[src/rtl/dct_butterfly_stage.sv]
// dct_butterfly_stage
//   Two-stage valid/ready butterfly stage for the JPEG DCT datapath. Each beat carries LANES
//   independent signed (a, b) pairs. Stage 1 captures the beat and its mode. Stage 2 computes
//   pass, butterfly, scaled butterfly or swap and registers the result. An output block counter
//   flags the last beat of every BLOCK_LEN-beat row.
//
// Ports
//   clk          rising-edge clock
//   rst_n        asynchronous active-low reset
//   blk_clr_i    synchronous flush of both pipeline stages and the block counter
//   mode_i       00 pass, 01 butterfly, 10 scaled butterfly, 11 swap (sampled with the beat)
//   in_valid_i   input beat present
//   in_ready_o   input beat accepted this cycle (combinational from out_ready_i)
//   in_a_i       LANES x WIDTH signed, lane i at [i*WIDTH +: WIDTH]
//   in_b_i       same packing as in_a_i
//   out_valid_o  output beat present
//   out_ready_i  downstream accepts the output beat
//   out_sum_o    LANES x (WIDTH+1) signed, lane i at [i*(WIDTH+1) +: WIDTH+1]
//   out_diff_o   same packing as out_sum_o
//   out_last_o   high with the final beat of each block

module dct_butterfly_stage #(
    parameter int unsigned WIDTH     = 8,
    parameter int unsigned LANES     = 4,
    parameter int unsigned BLOCK_LEN = 8
) (
    input  logic                         clk,
    input  logic                         rst_n,
    input  logic                         blk_clr_i,
    input  logic [1:0]                   mode_i,
    input  logic                         in_valid_i,
    output logic                         in_ready_o,
    input  logic [LANES*WIDTH-1:0]       in_a_i,
    input  logic [LANES*WIDTH-1:0]       in_b_i,
    output logic                         out_valid_o,
    input  logic                         out_ready_i,
    output logic [LANES*(WIDTH+1)-1:0]   out_sum_o,
    output logic [LANES*(WIDTH+1)-1:0]   out_diff_o,
    output logic                         out_last_o
);

    localparam int unsigned OW   = WIDTH + 1;
    localparam int unsigned CntW = (BLOCK_LEN > 2) ? $clog2(BLOCK_LEN) : 1;
    localparam logic [CntW-1:0] CntMax = CntW'(BLOCK_LEN - 1);

    typedef enum logic [1:0] {
        ModePass   = 2'b00,
        ModeBfly   = 2'b01,
        ModeScaled = 2'b10,
        ModeSwap   = 2'b11
    } mode_e;

    // Pipeline state
    logic                     s1_valid_q, s1_valid_d;
    logic                     s2_valid_q, s2_valid_d;
    logic [LANES*WIDTH-1:0]   s1_a_q, s1_b_q;
    mode_e                    s1_mode_q;
    logic [LANES*OW-1:0]      sum_q, diff_q;
    logic [LANES*OW-1:0]      sum_d, diff_d;
    logic [CntW-1:0]          cnt_q, cnt_d;

    logic en1, en2, in_xfer, out_xfer, s2_load;

    // Flow control: each stage may advance when it is empty or its successor advances.
    assign en2      = !s2_valid_q || out_ready_i;
    assign en1      = !s1_valid_q || en2;
    assign in_ready_o = en1 && !blk_clr_i;
    assign in_xfer  = in_valid_i && in_ready_o;
    assign out_xfer = s2_valid_q && out_ready_i;
    // Data registers keep their values across a flush.
    assign s2_load  = en2 && s1_valid_q && !blk_clr_i;

    always_comb begin
        s1_valid_d = s1_valid_q;
        s2_valid_d = s2_valid_q;
        cnt_d      = cnt_q;
        if (blk_clr_i) begin
            s1_valid_d = 1'b0;
            s2_valid_d = 1'b0;
            cnt_d      = '0;
        end else begin
            if (en1) begin
                s1_valid_d = in_xfer;
            end
            if (en2) begin
                s2_valid_d = s1_valid_q;
            end
            if (out_xfer) begin
                cnt_d = (cnt_q == CntMax) ? '0 : cnt_q + 1'b1;
            end
        end
    end

    always_ff @(posedge clk or negedge rst_n) begin
        if (!rst_n) begin
            s1_valid_q <= 1'b0;
            s2_valid_q <= 1'b0;
            cnt_q      <= '0;
        end else begin
            s1_valid_q <= s1_valid_d;
            s2_valid_q <= s2_valid_d;
            cnt_q      <= cnt_d;
        end
    end

    always_ff @(posedge clk or negedge rst_n) begin
        if (!rst_n) begin
            s1_a_q    <= '0;
            s1_b_q    <= '0;
            s1_mode_q <= ModePass;
        end else if (in_xfer) begin
            s1_a_q    <= in_a_i;
            s1_b_q    <= in_b_i;
            s1_mode_q <= mode_e'(mode_i);
        end
    end

    always_ff @(posedge clk or negedge rst_n) begin
        if (!rst_n) begin
            sum_q  <= '0;
            diff_q <= '0;
        end else if (s2_load) begin
            sum_q  <= sum_d;
            diff_q <= diff_d;
        end
    end

    // Per-lane arithmetic; WIDTH+1 bits hold a+b and a-b exactly.
    for (genvar gi = 0; gi < LANES; gi++) begin : g_lane
        logic signed [WIDTH:0] a_e, b_e, s, d, lane_s, lane_d;

        assign a_e = {s1_a_q[gi*WIDTH+WIDTH-1], s1_a_q[gi*WIDTH +: WIDTH]};
        assign b_e = {s1_b_q[gi*WIDTH+WIDTH-1], s1_b_q[gi*WIDTH +: WIDTH]};
        assign s   = a_e + b_e;
        assign d   = a_e - b_e;

        always_comb begin
            lane_s = s;
            lane_d = d;
            unique case (s1_mode_q)
                ModePass: begin
                    lane_s = a_e;
                    lane_d = b_e;
                end
                ModeBfly: begin
                    lane_s = s;
                    lane_d = d;
                end
                ModeScaled: begin
                    // Arithmetic shift: rounds toward -inf, result already sign-extended.
                    lane_s = s >>> 1;
                    lane_d = d >>> 1;
                end
                ModeSwap: begin
                    lane_s = b_e;
                    lane_d = a_e;
                end
                default: ;
            endcase
        end

        assign sum_d[gi*OW +: OW]  = lane_s;
        assign diff_d[gi*OW +: OW] = lane_d;
    end

    assign out_valid_o = s2_valid_q;
    assign out_sum_o   = sum_q;
    assign out_diff_o  = diff_q;
    assign out_last_o  = s2_valid_q && (cnt_q == CntMax);

endmodule
[config.mk]
export PLATFORM = sky130hd
export DESIGN_NAME = dct_butterfly_stage
export DESIGN_NICKNAME = d
export VERILOG_FILES = /design/src/rtl/dct_butterfly_stage.sv
export SDC_FILE = /design/constraint.sdc
export NUM_CORES = 1
export LEC_CHECK = 0
export CORE_MARGIN = 2
export CORE_UTILIZATION = 44
export DETAILED_ROUTE_END_ITERATION = 10
export HOLD_SLACK_MARGIN = 0.03
export PLACE_DENSITY = 0.71
export SYNTH_ARGS = -nofsm -noshare
export SYNTH_HDL_FRONTEND = slang
export SYNTH_SLANG_ARGS = --single-unit
[constraint.sdc]
create_clock -name clk -period 4.56 [get_ports clk]
set_input_delay 0.684 -clock clk [delete_from_list [all_inputs] [get_ports clk]]
set_output_delay 0.684 -clock clk [all_outputs]
set_load 0.01 [all_outputs]
* Yosys cells after proc, flatten, opt, wreduce, memory -nomap -nowiden
Cells that the tools add are included.
** Word-level totals
- Word-level logic and storage cells :: 51
- Register bits after elaboration :: 143
- Bits of input ports :: 71
** Cells by class
- Muxes and demuxes :: 15
- Reductions and logical operators :: 15
- Add/subtract/negate cells :: 9
- Eq/ne operators :: 4
** Operators with widths (count)
- $pmux W9 S4 :: 8
- $add A8 B8 Y9 :: 4
- $sub A8 B8 Y9 :: 4
- $mux W3 :: 3
- $logic_and A1 B1 Y1 :: 6
- $reduce_bool A2 Y1 :: 3
- $eq A2 B2 Y1 const B :: 2
- $mux W1 :: 4
- $add A3 B1 Y3 const B :: 1
- $eq A3 B3 Y1 const B :: 1
- $logic_not A1 Y1 :: 3
- $eq A2 B1 Y1 const B :: 1
- $logic_not A2 Y1 :: 1
- $logic_or A1 B1 Y1 :: 2

* Depth between registers and ports, before layout
Gate-level depths: netlist of run 1.
- Word-level depth :: 7
- Gate-level depth with buffers :: 9

* Least setup slack after synthesis of run 1
OpenSTA, ideal clock, no wires.
- Path type :: reg-to-reg
- Start point :: reg s1_a_q[3]
- End point :: reg diff_q[4] (netlist: out_diff_o[4])
- Clock period less this slack :: 2.290 ns
- Setup time :: 0.125 ns
- Arrival time :: 2.165 ns
- Data required time :: 4.435 ns
- Slack :: 2.270 ns
- Buffers on the path :: 0
- Stages on the path, launching flop included :: 8
- Cells stage by stage :: dfrtp_1 ha_1 o21ai_2 a21oi_1 mux2i_1 o2111ai_1 mux4_2 mux2_2
** On the way
- Word-level cells in the longest chain between the ends :: 2
** RTL lines
- start, declared :: RTL line 56 : logic [LANES*WIDTH-1:0] s1_a_q, s1_b_q;
- start signal, assigned :: RTL line 112 : s1_a_q <= in_a_i;
- $sub A8 B8 Y9 :: RTL line 135 : assign d = a_e - b_e;
- $pmux W9 S4 :: RTL line 140 : unique case (s1_mode_q)
- end signal, assigned :: RTL line 124 : diff_q <= diff_d;
- end, declared :: RTL line 58 : logic [LANES*OW-1:0] sum_q, diff_q;
Every way passes these cells.
A chain may end at the register's enable or synchronous reset.

* Worst setup path after layout of run 1
- Start point :: in out_ready_i
- End point :: reg diff_q[3] (netlist: out_diff_o[3])
** On the way
- Word-level cells in the longest chain between the ends :: 3
** RTL lines
- start, declared :: RTL line 36 : input logic out_ready_i,
- $logic_or A1 B1 Y1 :: RTL line 65 : assign en2 = !s2_valid_q || out_ready_i;
- $logic_and A1 B1 Y1 (2 in a row) :: RTL line 71 : assign s2_load = en2 && s1_valid_q && !blk_clr_i;
Every way passes these cells.

==> results.yml, run 1 <==
outcome:
  status: "finished clean"
clock_tree:
  postCtsSetupBuffers: 0
  cts_sinks: 143
  cts.htree.levels: 4
  cts_root_buf: "clkbuf_16"
  cts_made_buffers: 17
  clk_pin_slew_ns: 0.06
  cts.path.max_buffers: 2
  ctsResizeCount: 0
  cts_tree: "built"
  holdBufCountCts: 0
  clk_latency_ns: 0.43
placed_design:
  dp_hpwl_mm: 18.9
  io_buffers: 145
  gp_congestion: 0.891
  dpl_cell_area_sq_mm: 0.0116
floorplan:
  dieWidth_microns: 155
  num_io_pins: 146
  die-area_sq_mm: 0.0241
  start_util_pct: 44.6
  coreArea_sq_mm: 0.0226
  placementRows: 55
  die_y_microns: 155
sta:
  finalCritPeriodShare_pct: 63.5
  finalCriticalPeriod_ns: 2.90
  slew-limit-headroom_pct: 36.5
  worstMarginPinSlew_ns: 0.953
  grt_setup_unrepaired: "no"
  tns_ns: 0
  setup_viol: 0
  fmax_ghz: 0.345
  slew_violations: 0
  hold_viol: 0
  skew_ns: 0.00946
route:
  wirelength_mm: 26.8
  viasPerCell: 5.73
  drt-initial-drc-count: 610
  first_pass_iters: 8
  avgRoutedWirePerCell_microns: 18.3
  vias: 8371
  postRouteAntennaNets: 0
  route.detailed.drc: 0
critical_path:
  crit_buf_inv: 1
  crit_chain: "clkdlybuf4s50_1 > nor2b_4 > or3b_2 > nor2_1 > o21ai_0 > a21oi_1 > nor2_1"
  crit_path_start: "out_ready_i"
  end_kind: "flop"
  cp_slowest_stage_delay_ns: 0.73
  cp_max_fo: 25
  reg2reg_from: "s1_b_q[2]$_DFFE_PN0P_"
  crit_type: "in -> reg"
  start_kind: "input port"
  cp.required_ns: 4.88
  crit_slowest_cell: "or3b_2"
  critical_path_cell_count: 7
  cp_common_cell: "nor2_1"
  rrSetupSlack_ns: 1.96
  worstPathArrival_ns: 3.21
  r2r_cells: 8
  crit_family: "simple AND/OR/NAND/NOR gates"
worst_hold_path:
  hp-class: "in -> async"
job:
  maxCapViolCount: 0
pwr:
  p_leak_nw: 5.24
  power_mw: 6.18
  vdd_drop_max_v: 0.000296
  cellPowerDensity_mw_per_mm2: 506
yosys:
  ys_types: 71
  synth_area_sq_mm: 0.0101
  synth_cells: 1060
  yosysSeqAreaShare_pct: 35.6
  synthTopCellsByArea: "dfrtp_1, mux2_2, ha_1"
  ys_ff_latch: 143
  synth.avg_cell_area_sq_um: 9.50
  yosys_most_used_dff: "dfrtp_1"
  yosysTopAreaCellShare_pct: 35.6
  async_reset_ff_share_pct: 100
  yosys_warnings: 0
  syn_nets: 1205
  yosys.area.top_type: "dfrtp_1"
  synth-edff-count: 0
finish:
  n_antenna_cell: 0
  fin_nets: 1309
  fillers: 2017
  fin_area_sq_mm: 0.0122
  multi_input_area_sq_mm: 0.00588
  drive_gt1_share_pct: 13.8
  seqCellArea_sq_mm: 0.00358
  area.growth.synth_to_final_pct: 21.4
global_route:
  grt_start_max_net_pins: 93
  antenna_found_initial: 0
  first_global_vias: 8264
  grt_pass1_wl_mm: 43.2
  grt-ovfl-total: 0
  grtUsageTotal_pct: 22.6
kinds of logic (layout without fill, tap and decap cells):
kind of cell,after synthesis,count (layout),synth area share [%]
AOI/OAI and AO/OA,262,262,17.4
xor gates and xnor gates,34,34,2.96
adders and majority gates,74,74,9.79
buffers and inverters,146,263,6.10
DFF,143,143,35.6
muxes,119,119,15.7
and+or+nand+nor,282,282,12.6
Yosys cell counts, drive strengths merged (5+ instances only):
cell      n
fa        8
ha       66
a21oi    63
nor3     20
nor2b    12
xnor2    27
mux4     23
xor2      7
a211oi   17
nand2b   19
o221ai   11
dfrtp   143
o31ai     6
mux2     76
o22ai    17
nand3    16
a221oi    8
or2       5
mux2i    20
buf      43
a31oi     7
clkbuf   28
a221o     6
o21a      8
o21ai    61
o21bai    7
o211ai    9
nor2     90
nand2   102
inv      75
routing by layer:
metal / global-route usage, % / up-vias / wire length [microns]
met2: 36.8 / 267 / 12500
met4: 8.30 / 0 / 672
li1: - / 4001 / -
met5: 0 / - / 0
met3: 3.82 / 42 / 1430
met1: 30.5 / 4061 / 12200
flip-flops by register name, summed over array words and instances (netlist names):
register and count:
out_diff_o 36, out_sum_o 36, s1_a_q 32, s1_b_q 32, cnt_q 3, s1_mode_q 2, out_valid_o 1, s1_valid_q 1
where the power goes:
part | total [mW] | switching [mW] | internal [mW] | leakage, nW
clock | 1.37 | 0.557 | 0.816 | 0.278
sequential | 2.01 | 0.393 | 1.61 | 1.70
combinational | 2.80 | 1.36 | 1.44 | 3.25
total | 6.18 | 2.31 | 3.87 | 5.24
metrics by stage:
step	cells	utilization [%]	setup WS (ns)	hold slack, ns
2_1_floorplan	1060	-	2.27	0.388
3_3_place_gp	1430	51.6	1.27	0.465
3_5_place_dp	1430	51.6	1.23	0.471
4_1_cts	1462	54.1	1.68	0.371
5_1_grt	1462	54.1	1.48	0.422
6_report	1462	54.1	1.66	0.342
area by class of cell:
type,count,share of cell area [%]
clock buffer,18,3.59
clock inverter,14,1.16
inverter,75,2.30
multi-input combinational,771,48.1
sequential,143,29.3
tap,285,2.92
timing repair buffer,156,12.6
layout by cell type, fill, tap and decap left out, drive strengths merged, types with 16 or more instances in the layout:
cell type and instances:
nor3 20, ha 66, a21oi 63, o22ai 17, a211oi 17, nand2b 19, dfrtp 143, nand3 16
clkbuf 18, inv 75, clkdlybuf4s50 144, mux4 23, nor2 90, mux2i 20, nand2 102, xnor2 27
o21ai 61, mux2 76
worst paths after layout:
kind                                              to
setup / recovery           out_diff_o[3]$_DFFE_PN0P_
hold / removal                s1_a_q[25]$_DFFE_PN0P_
setup reg to reg           out_diff_o[4]$_DFFE_PN0P_
hold reg to reg            out_sum_o[31]$_DFFE_PN0P_
max in group asynchronous  out_sum_o[17]$_DFFE_PN0P_
min in group clk           out_sum_o[31]$_DFFE_PN0P_
Power figures use the tool's default switching activity.
==> run 2: changes to the inputs <==
clock period = 2.9 ns   (was 4.56 ns; I/O delays follow)
==> results.yml, run 2 (synthesis results as in run 1) <==
outcome:
  status: "finished clean"
placed_design:
  gp_congestion: 0.889
  io_buffers: 145
  dp_hpwl_mm: 19.4
sta:
  setup_viol: 0
  skew_ns: 0.00888
  finalCriticalPeriod_ns: 2.57
  tns_ns: 0
  grt_setup_unrepaired: "no"
  fmax_ghz: 0.389
  slew_violations: 0
  hold_viol: 0
  finalCritPeriodShare_pct: 88.6
  worstMarginPinSlew_ns: 0.671
  slew-limit-headroom_pct: 55.3
  whs_ns: 0.0121
worst_hold_path:
  hp-class: "in -> async"
clock_tree:
  clk_pin_slew_ns: 0.06
  postCtsSetupBuffers: 0
  cts_root_buf: "clkbuf_16"
  cts_tree: "built"
  cts.path.max_buffers: 2
  cts_sinks: 143
  ctsResizeCount: 0
  cts_made_buffers: 17
  clk_latency_ns: 0.43
  cts.htree.levels: 4
  holdBufCountCts: 0
finish:
  drive_gt1_share_pct: 14.4
  layout_common_cells: "clkdlybuf4s50_1, dfrtp_1, nand2_1"
  fillers: 1985
  n_antenna_cell: 0
  layout_commonest_cell: "clkdlybuf4s50_1"
  area.growth.synth_to_final_pct: 22.6
  fin_nets: 1320
floorplan:
  start_util_pct: 44.6
  die_y_microns: 155
  num_io_pins: 146
  die-area_sq_mm: 0.0241
  placementRows: 55
  dieWidth_microns: 155
  coreArea_sq_mm: 0.0226
route:
  route.detailed.drc: 0
  avgRoutedWirePerCell_microns: 18.6
  viasPerCell: 5.76
  wirelength_mm: 27.4
  drt-initial-drc-count: 675
  postRouteAntennaNets: 0
  vias: 8480
  first_pass_iters: 5
critical_path:
  reg2reg_from: "s1_a_q[8]$_DFFE_PN0P_"
  crit_path_start: "s1_a_q[8]$_DFFE_PN0P_"
  cp_max_fo: 3
  worstPathArrival_ns: 2.88
  cp.required_ns: 3.21
  end_kind: "flop"
  start_kind: "flop"
  crit_type: "reg -> reg"
pwr:
  cellPowerDensity_mw_per_mm2: 795
  power_mw: 9.81
  vdd_drop_max_v: 0.000476
  p_leak_nw: 5.32
global_route:
  grt_start_max_net_pins: 78
  first_global_vias: 8266
  grt-ovfl-total: 0
  grt_pass1_wl_mm: 43.9
  grtUsageTotal_pct: 22.9
  antenna_found_initial: 0
job:
  maxCapViolCount: 0
run 2: changes by cell type in the layout (fill, tap and decap cells not counted):
cell / previous run / this run
clkinv_1: 1 / 0
clkbuf_1: 0 / 2
buf_4: 11 / 19
clkbuf_8: 1 / 3
buf_12: 0 / 3
clkinvlp_4: 4 / 1
clkinv_4: 2 / 1
inv_1: 74 / 75
run 2: metrics by stage:
stage | instances | instance area [sq um] | setup WS (ns) | utilization, %
after detailed placement | 1441 | 11800 | 0.307 | 52.1
after global routing | 1473 | 12300 | 0.0896 | 54.7
final | 1473 | 12300 | 0.330 | 54.7
after CTS | 1473 | 12300 | 0.353 | 54.7
after global placement | 1441 | 11800 | 0.322 | 52.1
after floorplan | 1060 | 10100 | 0.610 | -
run 2: path summary, 6_finish.rpt:
| kind | cells after the start | endpoint | slack (ns) |
|---|---|---|---|
| hold reg to reg | 2 | out_diff_o[10]$_DFFE_PN0P_ | 0.47 |
| setup reg to reg | 9 | out_diff_o[17]$_DFFE_PN0P_ | 0.33 |
| max in group asynchronous | 2 | out_diff_o[12]$_DFFE_PN0P_ | 1.99 |
| min in group clk | 2 | out_diff_o[10]$_DFFE_PN0P_ | 0.47 |
| hold / removal | 1 | out_sum_o[30]$_DFFE_PN0P_ | 0.01 |
| setup / recovery | 9 | out_diff_o[17]$_DFFE_PN0P_ | 0.33 |
run 2: final cells by class:
| cell class | instances | area [sq um] | area share (%) |
|---|---|---|---|
| multi-input combinational | 771 | 5880 | 47.7 |
| sequential | 143 | 3580 | 29.0 |
| timing repair buffer | 167 | 1660 | 13.4 |
| clock buffer | 22 | 474 | 3.84 |
| tap | 285 | 357 | 2.89 |
| inverter | 75 | 282 | 2.28 |
| clock inverter | 10 | 110 | 0.892 |
run 2: power by group:
| part | internal (mW) | leakage (nW) | switching, mW |
|---|---|---|---|
| logic | 2.29 | 3.33 | 2.19 |
| registers | 2.54 | 1.70 | 0.579 |
| clock network | 1.33 | 0.290 | 0.879 |
run 2: metal layers:
| metal | routed length (microns) | track usage, % |
|---|---|---|
| met1 | 12400 | 31.4 |
| met2 | 13100 | 38.0 |
| met3 | 1470 | 3.57 |
| met4 | 517 | 6.60 |
| met5 | 0 | 0 |
run 2: critical path, stage by stage, from the launching register on:
cell,delay (ns)
dfrtp_1,0.37
inv_1,0.08
ha_1,0.23
fa_1,0.42
nor2b_1,0.22
o221ai_1,0.19
a211oi_1,0.26
a2bb2oi_1,0.26
a2111oi_0,0.13
a211o_1,0.28
==> run 3: changes to the inputs <==
CTS_CLUSTER_SIZE = 8   (was default)
TNS_END_PERCENT = 50   (was default)
==> results of run 3 <==
No change in the layout: final DEF, timing and power equal those of run 2.
